**config.mk**
```make
export PLATFORM = sky130hd
export DESIGN_NAME = simon_button_input_flat
export DESIGN_NICKNAME = d
export VERILOG_FILES = /design/src/rtl/simon_button_input_if.sv /design/src/rtl/simon_button_input.sv /design/src/flat_wrapper.sv
export SDC_FILE = /design/constraint.sdc
export NUM_CORES = 1
export LEC_CHECK = 0
export ABC_AREA = 1
export BUFFER_PORTS_ARGS = -buffer_cell sky130_fd_sc_hd__buf_2
export CAP_MARGIN = 5
export CORE_MARGIN = 8
export CORE_UTILIZATION = 35
export DETAILED_ROUTE_END_ITERATION = 8
export GPL_TIMING_DRIVEN = 0
export PLACE_DENSITY = 0.49
export REMOVE_ABC_BUFFERS = 1
export SYNTH_ARGS = -nofsm -noshare
export SYNTH_HDL_FRONTEND = slang
export SYNTH_SLANG_ARGS = --single-unit
export TNS_END_PERCENT = 1
```
**constraint.sdc**
```tcl
create_clock -name clk -period 4.9 [get_ports clk]
set_input_delay 1.225 -clock clk [delete_from_list [all_inputs] [get_ports clk]]
set_output_delay 1.225 -clock clk [all_outputs]
set_load 0.005 [all_outputs]
```
**src/rtl/simon_button_input_if.sv**
```systemverilog
// Button-input bundle between the raw button pads and the Simon game core.
// The master side is the conditioning block; the slave side is its consumer.
interface simon_button_input_if;
    logic [3:0] btn;
    logic       enable;
    logic [1:0] playerNum;
    logic       playerPressed;
    logic       multiPress;
    logic [3:0] btnStable;

    modport master (
        input  btn,
        input  enable,
        output playerNum,
        output playerPressed,
        output multiPress,
        output btnStable
    );

    modport slave (
        output btn,
        output enable,
        input  playerNum,
        input  playerPressed,
        input  multiPress,
        input  btnStable
    );
endinterface

```
**src/rtl/simon_button_input.sv**
```systemverilog
// Synchronise, debounce and encode the four Simon colour buttons into
// one clean press/release pulse per physical press, gated to the player's turn.
module simon_button_input #(
    parameter int DEBOUNCE_TICKS = 3
) (
    input logic                  clk,
    input logic                  reset,
    simon_button_input_if.master bus
);
    localparam logic [3:0] LAST = 4'(DEBOUNCE_TICKS - 1);

    typedef enum logic [1:0] {
        IDLE,
        HELD,
        WAIT_CLEAR
    } state_t;

    logic [3:0] s1;
    logic [3:0] s2;
    logic [3:0] stable;
    logic [3:0] cnt [4];

    always_ff @(posedge clk) begin
        if (reset) begin
            s1     <= '0;
            s2     <= '0;
            stable <= '0;
            for (int i = 0; i < 4; i++) cnt[i] <= '0;
        end else begin
            s1 <= bus.btn;
            s2 <= s1;
            // any cycle of agreement restarts the count
            for (int i = 0; i < 4; i++) begin
                if (s2[i] == stable[i]) begin
                    cnt[i] <= '0;
                end else if (cnt[i] == LAST) begin
                    stable[i] <= ~stable[i];
                    cnt[i]    <= '0;
                end else begin
                    cnt[i] <= cnt[i] + 4'd1;
                end
            end
        end
    end

    logic [1:0] idx;
    logic       one;
    logic       many;

    always_comb begin
        idx = 2'd0;
        for (int i = 0; i < 4; i++) begin
            if (stable[i]) idx = 2'(i);
        end
        one  = $onehot(stable);
        many = (stable != 4'd0) && !one;
    end

    state_t     state_q;
    state_t     state_d;
    logic [1:0] num_q;
    logic [1:0] num_d;
    logic       pressed_q;
    logic       pressed_d;
    logic       multi_q;
    logic       multi_d;

    always_ff @(posedge clk) begin
        if (reset) begin
            state_q   <= IDLE;
            num_q     <= 2'd0;
            pressed_q <= 1'b0;
            multi_q   <= 1'b0;
        end else begin
            state_q   <= state_d;
            num_q     <= num_d;
            pressed_q <= pressed_d;
            multi_q   <= multi_d;
        end
    end

    always_comb begin
        state_d   = state_q;
        num_d     = num_q;
        pressed_d = pressed_q;
        multi_d   = 1'b0;
        unique case (state_q)
            IDLE: begin
                pressed_d = 1'b0;
                if (bus.enable && one) begin
                    num_d     = idx;
                    pressed_d = 1'b1;
                    state_d   = HELD;
                end else if (bus.enable && many) begin
                    multi_d = 1'b1;
                    state_d = WAIT_CLEAR;
                end
            end
            // enable is ignored here so a press is never cut short
            HELD: begin
                if (!stable[num_q]) begin
                    pressed_d = 1'b0;
                    state_d   = (stable == 4'd0) ? IDLE : WAIT_CLEAR;
                end
            end
            WAIT_CLEAR: begin
                pressed_d = 1'b0;
                if (stable == 4'd0) state_d = IDLE;
            end
            default: begin
                pressed_d = 1'b0;
                state_d   = IDLE;
            end
        endcase
    end

    assign bus.playerNum     = num_q;
    assign bus.playerPressed = pressed_q;
    assign bus.multiPress    = multi_q;
    assign bus.btnStable     = stable;
endmodule

```
**src/flat_wrapper.sv**
```systemverilog
// flat-port wrapper written by rule: the top's interface ports become plain ports
module simon_button_input_flat 
#(
    parameter int DEBOUNCE_TICKS = 3
)
  (clk, reset, bus_btn, bus_enable, bus_playerNum, bus_playerPressed, bus_multiPress, bus_btnStable);
  simon_button_input_if bus_i ();
  input logic clk;
  input logic reset;
  input wire logic [$bits(bus_i.btn)-1:0] bus_btn;
  input wire logic [$bits(bus_i.enable)-1:0] bus_enable;
  output wire logic [$bits(bus_i.playerNum)-1:0] bus_playerNum;
  output wire logic [$bits(bus_i.playerPressed)-1:0] bus_playerPressed;
  output wire logic [$bits(bus_i.multiPress)-1:0] bus_multiPress;
  output wire logic [$bits(bus_i.btnStable)-1:0] bus_btnStable;
  assign bus_i.btn = bus_btn;
  assign bus_i.enable = bus_enable;
  assign bus_playerNum = bus_i.playerNum;
  assign bus_playerPressed = bus_i.playerPressed;
  assign bus_multiPress = bus_i.multiPress;
  assign bus_btnStable = bus_i.btnStable;
  simon_button_input #(.DEBOUNCE_TICKS(DEBOUNCE_TICKS)) u_core (.clk(clk), .reset(reset), .bus(bus_i));
endmodule
```
==> reports/metrics.cfg, run 1 <==
[yosys]
async_reset_ff_share_pct = 0
synth_cell_types = 22
synthMostInstantiatedCell = nor2_1
yosysTopAreaCell = edfxtp_1
ys_top_cells_by_area = edfxtp_1 30%, dfxtp_1 22%, ha_1 10%
yosys_warnings = 0
yosys-top-cells-count = 33 x nor2_1, 18 x dfxtp_1, 16 x edfxtp_1, 16 x inv_1, 14 x nand2_1
synth.top_cell.area_share_pct = 29.9
netlist_instances = 168
synth_enable_flop_cells = 16
synth_area_mm2 = 0.00161
synthFlopType = dfxtp_1
ys_seq_elements = 34
seq_area_frac_synth_pct = 52.4
syn_area_per_cell_um2 = 9.56

[layout]
syn2layout_area_growth_pct = 17.3
final_core_util_pct = 43.0
fin_cells = 256
fillers = 433
fin_area_mm2 = 0.00188
diodes = 0
final_nets = 224
drive_gt1_share_pct = 16.7

[floorplanning]
io_pins = 15
die_area_mm2 = 0.00701
initial_utilization_pct = 36.6
core_mm2 = 0.00438
num_rows = 24
die_h_um = 83.7
die_w_um = 83.7

[cts]
cts_tree = built
cts_hold_buf = 0
cts.path.max_buffers = 2
cts_root_buf = clkbuf_8
cts_setup_buffers = 0
worstSkewPairLatency_ns = 0.28
cts_made_buffers = 5
htreeDepth = 2
clkSinkCount = 34
cts_resized = 0
clk_pin_slew_worst_paths_ns = 0.07

[setup_path]
critPathKind = flop to flop
start_kind = flop
end_kind = flop
crit_path_max_fanout = 6
crit_arrival_ns = 2.39
critPathRequiredTime_ns = 5.08

[timing]
setup_violations = 0
fin_crit_sh_pct = 45.1
hold_viol = 0
clock.fmax_ghz = 0.452
tns_ns = 0
min_period_ns = 2.21
rsz0062_at_grt = false
finalMaxSlewViolations = 0
finalClockSkew_ns = 0.00762

[run]
drv_cap = 0

[global_routing]
grt.total_usage_pct = 8.38
grt_overflow = 0
grt_pass1_wl_mm = 4.92
grt_pass1_vias = 1151
grt_max_degree = 16
antenna_found_initial = 0

[worst_hold_path]
hp-class = flop to flop

[placement]
hpwl_mm = 2.01
io_buffers = 14
placed_cell_area_mm2 = 0.00179
place_congestion = 0.733
dp.cells = 248

[power_and_ir_drop]
peakVddDrop_uv = 207
p_leak_nw = 0.865
p_total_w = 0.000598
p_per_area_mw_per_mm2 = 318

[drt]
drt-total-wl_mm = 2.60
viasPerCell = 4.56
first_pass_iters = 4
wl_per_cell_um = 10.2
drc = 0
postRouteAntennaNets = 0
num_vias = 1168
initialDrtViolationCount = 24

[status]
status = finished, final reports clean

==> metal layers <==
layer  wire, µm  vias to the layer above  share of wire (%)  GRT usage (%)
met2       1100                       26                 42           12.6
met4         55                        0                2.1           3.77
met5          0                        -                  0              0
li1           -                      606                  -              -
met1       1310                      530                 50           10.0
met3        132                        6                5.1           3.71
==> logic make-up after synthesis <==
kind of cell	Yosys count	share of synthesized area, %
adders and majority gates	14	11.4
and+or+nand+nor	67	19.0
xor gates and xnor gates	9	4.91
AOI/OAI and AO/OA	21	6.86
other	1	0.234
DFF	34	52.4
buffers and inverters	22	5.22
==> cell usage in the layout, fill, tap and decap left out, types with 3 or more instances in the layout <==
cell type,synthesis,routed
a21oi_1,12,12
buf_2,1,14
clkbuf_8,0,6
conb_1,1,16
dfxtp_1,18,18
edfxtp_1,16,16
ha_1,13,13
inv_1,16,16
inv_2,5,5
nand2_1,14,14
nand2_2,3,3
nand3_1,11,11
nor2_1,33,33
o21ai_0,7,7
xnor2_1,4,4
xor2_1,5,5
==> worst paths after layout <==
| path | from | end | slack, ns | cells after the start |
|---|---|---|---|---|
| setup reg to reg | u_core.bus.btnStable[2] | u_core.state_q[1] | 2.69 | 10 |
| hold / removal | u_core.s1[3] | u_core.s2[3] | 0.40 | 2 |
| hold reg to reg | u_core.s1[3] | u_core.s2[3] | 0.40 | 2 |
| setup / recovery | u_core.bus.btnStable[2] | u_core.state_q[1] | 2.69 | 10 |
==> metrics by stage <==
stage / setup slack (ns) / hold WS [ns]
2_1_floorplan: 2.85 / 0.388
3_3_place_gp: 2.64 / 0.392
3_5_place_dp: 2.61 / 0.394
4_1_cts: 2.67 / 0.403
5_1_grt: 2.51 / 0.423
6_report: 2.69 / 0.399
==> where the power goes <==
group          internal, W  total (W)  switching [W]
logic            0.0000255  0.0000632      0.0000376
registers         0.000313   0.000325      0.0000122
clock network     0.000113   0.000209      0.0000962
==> sequential cells by signal (all words and copies together), names as in the netlist <==
signal / flops
u_core.state_q: 2
u_core.s1: 4
u_core.cnt: 16
u_core.bus.multiPress: 1
u_core.bus.btnStable: 4
u_core.bus.playerPressed: 1
u_core.bus.playerNum: 2
u_core.s2: 4
==> critical path: stages (launching register included) <==
cell and delay (ns):
dfxtp_1 0.44, inv_2 0.09, ha_1 0.31, ha_1 0.22, fa_1 0.48, nor2_4 0.15, nand3_1 0.10, nand3_1 0.12
nand3_1 0.09, nor2_1 0.09, nor2_1 0.04
==> layout make-up <==
| cell class | instances | area (µm²) | area share [%] |
|---|---|---|---|
| Clock buffer | 7 | 86.3 | 4.58 |
| Tap cell | 52 | 65.1 | 3.46 |
| Timing Repair Buffer | 14 | 70.1 | 3.72 |
| Multi-Input combinational cell | 127 | 737 | 39.1 |
| Inverter | 21 | 78.8 | 4.19 |
| Sequential cell | 34 | 841 | 44.7 |
| Clock inverter | 1 | 5.00 | 0.266 |
Note: power is estimated with default switching activity, not from simulation.
==> inputs of run 2 (changes only) <==
PLACE_DENSITY = 0.51   (was 0.49)
clock period = 1.95 ns   (was 4.9 ns; I/O delays follow)
==> run 2 against run 1 <==
The flow now finishes with violations (setup timing); clock power up 130%; non-clock buffer count increased by 4; global-route usage rose by 0.64 points; flip-flop and latch count is the same; register-to-register slack worse by 2.7 ns; design area is 5.6% higher; combinational power grew to 3.2 times the previous value; critical path type unchanged; largest cell class unchanged; largest power group unchanged; highest routed layer unchanged.
==> reports/metrics.cfg, run 2 (synthesized netlist as in run 1, its figures left out) <==
[floorplanning]
initial_utilization_pct = 36.6  ; unchanged
io_pins = 15  ; unchanged
die_h_um = 83.7  ; unchanged
die_area_mm2 = 0.00701  ; unchanged
num_rows = 24  ; unchanged
core_mm2 = 0.00438  ; unchanged
die_w_um = 83.7  ; unchanged

[setup_path]
cp_num_cells = 9  ; -1
critPathRequiredTime_ns = 2.16  ; -2.92 ns
start_kind = flop
r2r-start = u_core.bus.btnStable[0]
cp_slowest_cell = fa_1
crit_buf_inv = 1  ; unchanged
critPathKind = flop to flop
cp_top_family = adder cells
path_cells = inv_4 > ha_4 > ha_4 > fa_1 > nor2_4 > nand4_4 > nor2_1 > a21oi_2 > nor2_1
rrSetupSlack_ns = -0.03  ; -2.72 ns
crit_arrival_ns = 2.19  ; -0.20 ns
crit_path_max_fanout = 6  ; unchanged
end_kind = flop
slowest_delay_ns = 0.48  ; about the same
rr_worst_depth = 9  ; -1
r2r_end = u_core.bus.playerNum[1]
cp-startpoint = u_core.bus.btnStable[0]
critPathCapture = u_core.bus.playerNum[1]

[layout]
syn2layout_area_growth_pct = 23.9
regMostFlops = u_core.cnt
layout_commonest_cell = nor2_1
fin_cells = 259  ; +1.2%
final_core_util_pct = 45.3  ; +2.4 points
diodes = 0  ; unchanged
final_nets = 228  ; +1.8%
multi_input_area_um2 = 807  ; +9.5%
layout_common_cells = 33 x nor2_1, 16 x inv_1, 16 x edfxtp_1, 16 x conb_1
fin_area_mm2 = 0.00199  ; +5.6%
fillers = 446  ; +3.0%
largest_register_ffs = 16  ; unchanged
ff_latch_area_um2 = 853  ; +1.5%
drive_gt1_share_pct = 23.7  ; +7.0 points

[global_routing]
grt_pass1_wl_mm = 5.24  ; +6.6%
grt_overflow = 0  ; unchanged
grt_max_degree = 16  ; unchanged
grt.total_usage_pct = 9.02  ; +0.64 points
antenna_found_initial = 0  ; unchanged
grt_pass1_vias = 1234  ; +7.2%

[power_and_ir_drop]
combPwrFrac_pct = 13.7  ; +3.1 points
p_total_w = 0.00149  ; +150%
power_frac_clock_pct = 31.7  ; -3.3 points
peakVddDrop_uv = 316  ; +53%
internal-power_w = 0.00112  ; +150%
p_per_area_mw_per_mm2 = 751  ; +140%
seqPwrFrac_pct = 54.6  ; +0.2 points
p_sw_w = 0.000377  ; +160%
switching_share_pct = 25.2  ; +0.81 points
p_leak_nw = 0.884  ; +2.2%

[drt]
wl_met2_mm = 1.49  ; +35%
initialDrtViolationCount = 55  ; +130%
num_vias = 1185  ; +1.5%
viasPerCell = 4.58  ; +0.28%
met1_length_mm = 1.30  ; -0.76%
first_pass_iters = 4  ; unchanged
wl_per_cell_um = 11.4  ; +13%
topRoutingLayerUsed = met4
postRouteAntennaNets = 0  ; unchanged
drt-total-wl_mm = 2.96  ; +14%
drc = 0  ; unchanged
dr_wl_met3_um = 156  ; +18%

[timing]
hold_viol = 0  ; unchanged
fin_crit_sh_pct = 102  ; +56 points
finalClockSkew_ns = 0.00316  ; -0.00446 ns
finalHoldWorstSlack_ns = 0.405  ; +0.00596 ns
fin_ws_ns = -0.0306  ; -2.72 ns
rsz0062_at_grt = true
min_period_ns = 1.98  ; -0.231 ns
setup_violations = 2  ; +2
finalMaxSlewViolations = 0  ; unchanged
clock.fmax_ghz = 0.505  ; +12%

[status]
status = finished, violations left
violations = setup timing

[placement]
placed_cell_area_mm2 = 0.00179  ; unchanged
place_congestion = 0.768  ; +4.8%
dp.cells = 248  ; unchanged
hpwl_mm = 2.09  ; +4.1%
io_buffers = 14  ; unchanged

[worst_hold_path]
hp-class = flop to flop

[run]
drv_cap = 0  ; unchanged

[cts]
worstSkewPairLatency_ns = 0.27  ; about the same
cts_tree = built
cts_root_buf = clkbuf_8
cts_made_buffers = 5  ; unchanged
clkSinkCount = 34  ; unchanged
cts.path.max_buffers = 2  ; unchanged
htreeDepth = 2  ; unchanged
clk_pin_slew_worst_paths_ns = 0.06  ; about the same
cts_hold_buf = 0  ; unchanged

## run 2: changes by cell type in the layout (fill, tap and decap cells not counted), sizes merged
cell / change
buf: +4
clkinv: -1
## run 2: stage by stage
| stage | TNS, ns | setup WS, ns |
|---|---|---|
| CTS | 0 | 0.00874 |
| global route | -0.276 | -0.107 |
| floorplan | -0.221 | -0.0990 |
| global placement | -0.970 | -0.237 |
| detailed placement | -0.984 | -0.233 |
| finish | -0.0606 | -0.0306 |
## run 2: power by group through the flow
stage / Combinational [W] / Sequential (W) / Clock, W
after floorplan: 0.000118 / 0.000828 / 0
after global placement: 0.000155 / 0.000832 / 0
after detailed placement: 0.000161 / 0.000834 / 0
after CTS: 0.000195 / 0.000815 / 0.000494
after global routing: 0.000233 / 0.000820 / 0.000531
final: 0.000205 / 0.000815 / 0.000473
## run 2: layer usage
layer,GRT usage (%),vias to the layer above
met5,0,-
met4,3.30,0
met3,4.39,2
met2,14.9,20
met1,9.66,556
li1,-,607
## run 2: tightest hold or removal path, cell delays in order (launching register included)
cell and delay, ns:
dfxtp_1 0.30, inv_1 0.04, nor2_1 0.03
## run 2: what timing repair did
action | in CTS | in global routing
setup endpoints to repair | 6 | 3
buffers inserted | 4 | 0
resized for setup | 18 | 4
pin swaps | 8 | 3
## run 2: layout make-up
cell class | count | area share, %
Sequential cell | 34 | 42.9
Multi-Input combinational cell | 127 | 40.6
Timing Repair Buffer | 18 | 5.03
Inverter | 21 | 4.34
Clock buffer | 7 | 3.84
Tap cell | 52 | 3.27
## run 2: worst min path at each step
stage                 startpoint            to  slack, ns  cells past startpoint
detailed placement  u_core.s1[1]  u_core.s2[1]       0.40                      2
global route          bus_btn[3]  u_core.s1[3]       0.42                      3
floorplan           u_core.s1[0]  u_core.s2[0]       0.39                      2
global placement    u_core.s1[2]  u_core.s2[2]       0.39                      2
CTS                   bus_btn[2]  u_core.s1[2]       0.40                      3
finish              u_core.s1[2]  u_core.s2[2]       0.40                      2
